## src/rtl/line_fill_unit_if.sv

```systemverilog
// Bundle of the miss-request, data-array port-B and memory signals of the
// line fill unit. The engine side uses the master modport; the cache
// controller, data array and memory model side uses the slave modport.
interface line_fill_unit_if #(
    parameter int DATA_WIDTH  = 32,
    parameter int INDEX_WIDTH = 9,
    parameter int WORD_BITS   = 3,
    parameter int TAG_WIDTH   = 20
);
    localparam int LINE_WIDTH = DATA_WIDTH * (2 ** WORD_BITS);

    logic                           miss_valid;
    logic                           miss_ready;
    logic [INDEX_WIDTH-1:0]         miss_index;
    logic [TAG_WIDTH-1:0]           miss_tag;
    logic                           victim_dirty;
    logic [TAG_WIDTH-1:0]           victim_tag;

    logic [INDEX_WIDTH-1:0]         arr_addr_b;
    logic                           arr_we_b;
    logic [LINE_WIDTH-1:0]          arr_data_b;
    logic [LINE_WIDTH-1:0]          arr_q_b;

    logic                           mem_req_valid;
    logic                           mem_req_ready;
    logic                           mem_req_write;
    logic [TAG_WIDTH+INDEX_WIDTH-1:0] mem_req_addr;
    logic [DATA_WIDTH-1:0]          mem_wdata;
    logic                           mem_wvalid;
    logic                           mem_wready;
    logic [DATA_WIDTH-1:0]          mem_rdata;
    logic                           mem_rvalid;

    logic                           done;

    modport master (
        input  miss_valid, miss_index, miss_tag, victim_dirty, victim_tag,
        input  arr_q_b, mem_req_ready, mem_wready, mem_rdata, mem_rvalid,
        output miss_ready, arr_addr_b, arr_we_b, arr_data_b,
        output mem_req_valid, mem_req_write, mem_req_addr, mem_wdata, mem_wvalid,
        output done
    );

    modport slave (
        output miss_valid, miss_index, miss_tag, victim_dirty, victim_tag,
        output arr_q_b, mem_req_ready, mem_wready, mem_rdata, mem_rvalid,
        input  miss_ready, arr_addr_b, arr_we_b, arr_data_b,
        input  mem_req_valid, mem_req_write, mem_req_addr, mem_wdata, mem_wvalid,
        input  done
    );
endinterface

```

## src/rtl/line_fill_unit.sv

```systemverilog
// Cache miss engine on the line-wide port B of the data array: optional
// writeback of a dirty victim line, then a beat-by-beat fill of the missing
// line and a single line-wide write into the array.
//
//  state       | meaning
//  ------------+---------------------------------------------------------
//  S_IDLE      | waiting for a miss request, miss_ready=1
//  S_WB_RD     | victim line read issued on port B (1-cycle latency)
//  S_WB_REQ    | writeback request offered to memory; victim captured on entry
//  S_WB_DATA   | streaming victim words to memory, word 0 first
//  S_FILL_REQ  | line read request offered to memory
//  S_FILL_DATA | collecting fill beats into the line buffer
//  S_FILL_WR   | one-cycle line write into the array
//  S_DONE      | one-cycle done pulse
module line_fill_unit #(
    parameter int DATA_WIDTH  = 32,
    parameter int INDEX_WIDTH = 9,
    parameter int WORD_BITS   = 3,
    parameter int TAG_WIDTH   = 20
) (
    input  logic              clk,
    input  logic              rst,
    line_fill_unit_if.master  bus
);
    localparam int WORDS = 2 ** WORD_BITS;

    typedef enum logic [2:0] {
        S_IDLE,
        S_WB_RD,
        S_WB_REQ,
        S_WB_DATA,
        S_FILL_REQ,
        S_FILL_DATA,
        S_FILL_WR,
        S_DONE
    } state_t;

    state_t state;
    state_t state_nx;

    logic [INDEX_WIDTH-1:0]             index_q;
    logic [TAG_WIDTH-1:0]               miss_tag_q;
    logic [TAG_WIDTH-1:0]               victim_tag_q;
    logic [WORD_BITS-1:0]               cnt;
    logic                               capture_q;
    logic [WORDS-1:0][DATA_WIDTH-1:0]   line_buf;
    logic                               last_beat;

    assign last_beat = &cnt;

    // State register
    always_ff @(posedge clk) begin
        if (rst) begin
            state <= S_IDLE;
        end else begin
            state <= state_nx;
        end
    end

    // Next-state decode and all engine outputs
    always_comb begin
        state_nx          = state;
        bus.miss_ready    = 1'b0;
        bus.arr_addr_b    = '0;
        bus.arr_we_b      = 1'b0;
        bus.arr_data_b    = '0;
        bus.mem_req_valid = 1'b0;
        bus.mem_req_write = 1'b0;
        bus.mem_req_addr  = '0;
        bus.mem_wdata     = '0;
        bus.mem_wvalid    = 1'b0;
        bus.done          = 1'b0;
        case (state)
            S_IDLE: begin
                bus.miss_ready = 1'b1;
                if (bus.miss_valid) begin
                    state_nx = bus.victim_dirty ? S_WB_RD : S_FILL_REQ;
                end
            end
            S_WB_RD: begin
                bus.arr_addr_b = index_q;
                state_nx       = S_WB_REQ;
            end
            S_WB_REQ: begin
                bus.mem_req_valid = 1'b1;
                bus.mem_req_write = 1'b1;
                bus.mem_req_addr  = {victim_tag_q, index_q};
                if (bus.mem_req_ready) begin
                    state_nx = S_WB_DATA;
                end
            end
            S_WB_DATA: begin
                bus.mem_wvalid = 1'b1;
                bus.mem_wdata  = line_buf[cnt];
                if (bus.mem_wready && last_beat) begin
                    state_nx = S_FILL_REQ;
                end
            end
            S_FILL_REQ: begin
                bus.mem_req_valid = 1'b1;
                bus.mem_req_addr  = {miss_tag_q, index_q};
                if (bus.mem_req_ready) begin
                    state_nx = S_FILL_DATA;
                end
            end
            S_FILL_DATA: begin
                if (bus.mem_rvalid && last_beat) begin
                    state_nx = S_FILL_WR;
                end
            end
            S_FILL_WR: begin
                bus.arr_we_b   = 1'b1;
                bus.arr_addr_b = index_q;
                bus.arr_data_b = line_buf;
                state_nx       = S_DONE;
            end
            S_DONE: begin
                bus.done = 1'b1;
                state_nx = S_IDLE;
            end
            default: begin
                state_nx = S_IDLE;
            end
        endcase
    end

    // Request latch, beat counter and line buffer
    always_ff @(posedge clk) begin
        if (rst) begin
            index_q      <= '0;
            miss_tag_q   <= '0;
            victim_tag_q <= '0;
            cnt          <= '0;
            capture_q    <= 1'b0;
            line_buf     <= '0;
        end else begin
            // Array data for the victim read arrives the cycle after S_WB_RD
            capture_q <= (state == S_WB_RD);
            if (capture_q) begin
                line_buf <= bus.arr_q_b;
            end
            if (state == S_IDLE && bus.miss_valid) begin
                index_q      <= bus.miss_index;
                miss_tag_q   <= bus.miss_tag;
                victim_tag_q <= bus.victim_tag;
            end
            // Counter runs only inside a data phase, so it is zero on every phase entry
            case (state)
                S_WB_DATA: begin
                    if (bus.mem_wready) begin
                        cnt <= cnt + WORD_BITS'(1);
                    end
                end
                S_FILL_DATA: begin
                    if (bus.mem_rvalid) begin
                        line_buf[cnt] <= bus.mem_rdata;
                        cnt           <= cnt + WORD_BITS'(1);
                    end
                end
                default: begin
                    cnt <= '0;
                end
            endcase
        end
    end
endmodule

```

## src/flat_wrapper.sv

```systemverilog
// flat-port wrapper written by rule: the top's interface ports become plain ports
module line_fill_unit_flat 
#(
    parameter int DATA_WIDTH  = 32,
    parameter int INDEX_WIDTH = 9,
    parameter int WORD_BITS   = 3,
    parameter int TAG_WIDTH   = 20
)
  (clk, rst, bus_miss_valid, bus_miss_index, bus_miss_tag, bus_victim_dirty, bus_victim_tag, bus_arr_q_b, bus_mem_req_ready, bus_mem_wready, bus_mem_rdata, bus_mem_rvalid, bus_miss_ready, bus_arr_addr_b, bus_arr_we_b, bus_arr_data_b, bus_mem_req_valid, bus_mem_req_write, bus_mem_req_addr, bus_mem_wdata, bus_mem_wvalid, bus_done);
  line_fill_unit_if #(.DATA_WIDTH(DATA_WIDTH), .INDEX_WIDTH(INDEX_WIDTH), .WORD_BITS(WORD_BITS), .TAG_WIDTH(TAG_WIDTH)) bus_i ();
  input  logic clk;
  input  logic rst;
  input wire logic [$bits(bus_i.miss_valid)-1:0] bus_miss_valid;
  input wire logic [$bits(bus_i.miss_index)-1:0] bus_miss_index;
  input wire logic [$bits(bus_i.miss_tag)-1:0] bus_miss_tag;
  input wire logic [$bits(bus_i.victim_dirty)-1:0] bus_victim_dirty;
  input wire logic [$bits(bus_i.victim_tag)-1:0] bus_victim_tag;
  input wire logic [$bits(bus_i.arr_q_b)-1:0] bus_arr_q_b;
  input wire logic [$bits(bus_i.mem_req_ready)-1:0] bus_mem_req_ready;
  input wire logic [$bits(bus_i.mem_wready)-1:0] bus_mem_wready;
  input wire logic [$bits(bus_i.mem_rdata)-1:0] bus_mem_rdata;
  input wire logic [$bits(bus_i.mem_rvalid)-1:0] bus_mem_rvalid;
  output wire logic [$bits(bus_i.miss_ready)-1:0] bus_miss_ready;
  output wire logic [$bits(bus_i.arr_addr_b)-1:0] bus_arr_addr_b;
  output wire logic [$bits(bus_i.arr_we_b)-1:0] bus_arr_we_b;
  output wire logic [$bits(bus_i.arr_data_b)-1:0] bus_arr_data_b;
  output wire logic [$bits(bus_i.mem_req_valid)-1:0] bus_mem_req_valid;
  output wire logic [$bits(bus_i.mem_req_write)-1:0] bus_mem_req_write;
  output wire logic [$bits(bus_i.mem_req_addr)-1:0] bus_mem_req_addr;
  output wire logic [$bits(bus_i.mem_wdata)-1:0] bus_mem_wdata;
  output wire logic [$bits(bus_i.mem_wvalid)-1:0] bus_mem_wvalid;
  output wire logic [$bits(bus_i.done)-1:0] bus_done;
  assign bus_i.miss_valid = bus_miss_valid;
  assign bus_i.miss_index = bus_miss_index;
  assign bus_i.miss_tag = bus_miss_tag;
  assign bus_i.victim_dirty = bus_victim_dirty;
  assign bus_i.victim_tag = bus_victim_tag;
  assign bus_i.arr_q_b = bus_arr_q_b;
  assign bus_i.mem_req_ready = bus_mem_req_ready;
  assign bus_i.mem_wready = bus_mem_wready;
  assign bus_i.mem_rdata = bus_mem_rdata;
  assign bus_i.mem_rvalid = bus_mem_rvalid;
  assign bus_miss_ready = bus_i.miss_ready;
  assign bus_arr_addr_b = bus_i.arr_addr_b;
  assign bus_arr_we_b = bus_i.arr_we_b;
  assign bus_arr_data_b = bus_i.arr_data_b;
  assign bus_mem_req_valid = bus_i.mem_req_valid;
  assign bus_mem_req_write = bus_i.mem_req_write;
  assign bus_mem_req_addr = bus_i.mem_req_addr;
  assign bus_mem_wdata = bus_i.mem_wdata;
  assign bus_mem_wvalid = bus_i.mem_wvalid;
  assign bus_done = bus_i.done;
  line_fill_unit #(.DATA_WIDTH(DATA_WIDTH), .INDEX_WIDTH(INDEX_WIDTH), .WORD_BITS(WORD_BITS), .TAG_WIDTH(TAG_WIDTH)) u_core (.clk(clk), .rst(rst), .bus(bus_i));
endmodule
```

## config.mk

```make
export PLATFORM = sky130hd
export DESIGN_NAME = line_fill_unit_flat
export DESIGN_NICKNAME = d
export VERILOG_FILES = /design/src/rtl/line_fill_unit_if.sv /design/src/rtl/line_fill_unit.sv /design/src/flat_wrapper.sv
export SDC_FILE = /design/constraint.sdc
export NUM_CORES = 1
export LEC_CHECK = 0
export BUFFER_PORTS_ARGS = -buffer_cell sky130_fd_sc_hd__buf_2
export CAP_MARGIN = 20
export CORE_AREA = 5 5 259 261
export DETAILED_ROUTE_END_ITERATION = 10
export DIE_AREA = 0 0 264 266
export HOLD_SLACK_MARGIN = 0.06
export PLACE_DENSITY = 0.5
export RECOVER_POWER = 100
export SKIP_CTS_REPAIR_TIMING = 1
export SLEW_MARGIN = 15
export SYNTH_ARGS = -nofsm -noshare
export SYNTH_HDL_FRONTEND = slang
export SYNTH_SLANG_ARGS = --single-unit
```

## constraint.sdc

```tcl
create_clock -name clk -period 1.85 [get_ports clk]
set_clock_uncertainty 0.15 [all_clocks]
set_input_delay 0.2775 -clock clk [delete_from_list [all_inputs] [get_ports clk]]
set_output_delay 0.2775 -clock clk [all_outputs]
set_load 0.005 [all_outputs]
```

==> results.md <==
* Area leader, netlist: dfxtp_1
* Number of H-tree levels at 2
* Initial core utilization at 0.2779
* Cells after synthesis at 2,070
* Final Cell Area at 30,840 um2
* Sink Count at 312
* Die Wd at 264 um
* Largest net degree at the start of global routing at 85
* Hold path cells at 3
* Warning count from the yosys run at 0
* Layout cells sized above 1 at 0.3988
* DR vias/cell at approximately 5.1
* Worst slew pin tran at ~0.75 ns
* Flop2flop setup slack at -0.44 ns
* Worst hold path type: in -> reg
* Total wire length at between 90,000 and 100,000 um
* RSZ-0062 raised after global routing: true
* Worst hold slack at roughly 0.038 ns
* # rows at 93
* Crit path DAT at around 2.1 ns
* Core Area at about 64,000 um2
* Kind of cell adding the most delay to the critical path: buffers and inverters
* Clock Tree Root: clkbuf_16
* P per Cell Area at ~800 nW/um2
* Synth top cells by count: 383 x mux2i_1, 328 x nor2_1, 312 x dfxtp_1, 267 x and2_1, 192 x a211oi_1
* Most numerous cell in the Yosys netlist: mux2i_1
* Global router's overall resource usage at 0.2179
* Max_cap viols at 0
* CP Launch Type: flop
* Post-DP Area at ~23,000 um2
* GRT Residual Overflow at 0
* Critical path buffers and inverters at 4
* Slew Viols, Final at 0
* Post-route clock period utilization at 1.367
* Top cells by area, synth: dfxtp_1 35%, mux2i_1 21%, and2_1 9.4%
* IO buf count at approximately 680
* Hold path startpoint: bus_arr_q_b[95]
* Mapped cell area at ~18,000 um2
* Longest Clk Path Bufs at 3
* RR Startpoint: u_core.cnt[0]$_SDFFE_PP0P_
* EDFF count, synth at 0
* Leak Pwr at 12.31 nW
* Synth cell types at 39
* Initial DRC Count at roughly 1.6k
* Final ANT Viol Nets at 0
* Pre-Repair DR Iteration Count at 5
* Sequential area share after synthesis at 0.3499
* Initial antenna violation count at 5
* Non-Filler Instances at 3,976
* Num CTS Buffers at 40
* Finish-stage setup viols at roughly 550
* Via count at 20.43k
* Max transition margin at 0.4987
* Max IR drop VDD at between 0.6 and 0.7 mV
* Post-synth ARST share at 0
* Share of the synthesized area in the top cell type at 0.3499
* Hold Path End: u_core.line_buf[95]$_SDFF_PP0_
* Failing checks: negative setup slack
* WL per Instance at around 24 um
* Vias in the first global route at 18.72k
* Fmax at approximately 400 MHz
* Gp weighted congestion at between 0.9 and 1
* Area grow syn2layout at 72.76%
* Post-Place Cells at about 3.5k
* Final min period at roughly 2.5 ns
* Crit path kind: reg -> out
* Post-layout nets at roughly 3.4k
* CP max stage cell: dfxtp_4
* Setup tns final at -200.51 ns
* Critical Path Fanout Max at 8
* Dpl hpwl at between 60,000 and 70,000 um
* Die ar. at 70,220 um2
* Worst path max stage delay at roughly 0.40 ns
* Synth Flop Type: dfxtp_1
* Final hold violations at 0
* Syn avg cell area at roughly 8.6 um2
* Worst-skew pair later-pin latency at between 0.5 and 0.6 ns
* CP Capture Type: output pin
* Setup ws final at -0.6795 ns
* I/O pin count at between 600 and 700
* Req. time, crit path at between 1 and 1.5 ns
* Reg2reg end: u_core.line_buf[214]$_SDFF_PP0_
* Height of the die at around 270 um
* Status: finished, violations left
* Drt drc at 0
* Seq cells post-synth at 312
* Crit-path cells: buf_12 -> buf_16 -> buf_12 -> mux2i_1 -> o22ai_1 -> nor2_1 -> nor2_1 -> buf_2
* R2R cell count at 9
* CTS tree: done
* Worst-path clk slew at 0.05 ns
* First-pass GRT wire length at around 120,000 um
* Syn Nets at 2,416
* Stages on worst setup path at 8
## final cells by class
cell class	count	area (um2)
multi-input cells	1524	11320
repair buffers	1216	10970
diodes	4	10.01
inverters	4	15.01
well taps	855	1070
flip-flops and latches	312	6265
clock buffers	57	1156
fillers	5917	33390
clock inverters	4	23.77
## power by group
| part | leakage, nW | total, mW | internal, mW | switching, mW |
|---|---|---|---|---|
| sequential | 2.54 | 8.74 | 7.78 | 0.962 |
| clock | 0.582 | 7.34 | 4.28 | 3.06 |
| combinational | 9.19 | 8.58 | 4.41 | 4.17 |
| total | 12.3 | 24.7 | 16.5 | 8.19 |
## metal layers
layer	wire, um	vias up	track usage
met5	34	-	0
met4	4469	6	0.08615
met3	7229	296	0.04968
met2	45060	1083	0.3679
met1	38440	9709	0.2708
li1	-	9338	-
## tightest hold or removal path: stages
cell,delay (ns)
buf_2,0.10
mux2i_1,0.10
a211oi_2,0.20
## per-stage QoR
stage	util	worst slack [ns]	total power, mW
2_1_floorplan	-	-0.03086	12.57
3_3_place_gp	0.3576	-0.1487	15.26
3_5_place_dp	0.3576	-0.1780	15.37
4_1_cts	0.3759	-0.7332	22.83
5_1_grt	0.4800	-0.7261	25.82
6_report	0.4801	-0.6795	24.66
## worst max path at each step
stage,startpoint,to,slack [ns]
6_report,u_core.cnt[0]$_SDFFE_PP0P_,bus_mem_wdata[29],-0.68
3_5_place_dp,u_core.cnt[0]$_SDFFE_PP0P_,u_core.state[0]$_SDFFE_PP0P_,-0.18
2_1_floorplan,u_core.cnt[0]$_SDFFE_PP0P_,bus_mem_wdata[0],-0.03
3_3_place_gp,u_core.cnt[0]$_SDFFE_PP0P_,u_core.state[0]$_SDFFE_PP0P_,-0.15
5_1_grt,u_core.cnt[0]$_SDFFE_PP0P_,bus_mem_wdata[29],-0.73
4_1_cts,u_core.cnt[0]$_SDFFE_PP0P_,bus_mem_wdata[5],-0.73
## kinds of logic (layout without fill, tap and decap cells)
family	Yosys count	count (layout)	synth area share
AND/OR/NAND/NOR	736	737	0.1984
XOR/XNOR	1	1	0.0004908
adder cells (fa/ha/maj)	2	2	0.001402
buffers and inverters	235	1281	0.05664
multiplexers	386	386	0.2179
AO/OA/AOI/OAI	398	398	0.1752
other	0	4	0
flip-flops	312	312	0.3499
## registers in the layout, summed over array words and instances, names as in the netlist
| name | cells |
|---|---|
| u_core.index_q | 9 |
| u_core.line_buf | 256 |
| u_core.miss_tag_q | 20 |
| u_core.state | 3 |
| u_core.capture_q | 1 |
| u_core.cnt | 3 |
| u_core.victim_tag_q | 20 |
## placed cells by master, fill, tap and decap left out, types with 4 or more instances in the layout
| master | count |
|---|---|
| a22o_1 | 20 |
| a21oi_1 | 53 |
| buf_2 | 475 |
| and2_4 | 196 |
| clkbuf_1 | 9 |
| o22ai_2 | 5 |
| a211oi_1 | 192 |
| clkbuf_8 | 7 |
| nor3_1 | 6 |
| dfxtp_4 | 4 |
| buf_8 | 20 |
| mux2i_2 | 9 |
| and2_1 | 70 |
| dlygate4sd3_1 | 336 |
| nor2b_1 | 7 |
| clkbuf_16 | 70 |
| a211oi_2 | 64 |
| buf_4 | 83 |
| buf_6 | 213 |
| buf_12 | 54 |
| dfxtp_1 | 305 |
| nor2_1 | 325 |
| nand2_1 | 101 |
| mux2i_1 | 371 |
| nand3b_1 | 5 |
| diode_2 | 4 |
| o22ai_1 | 57 |
No activity file was read; power rests on OpenSTA's default activity.
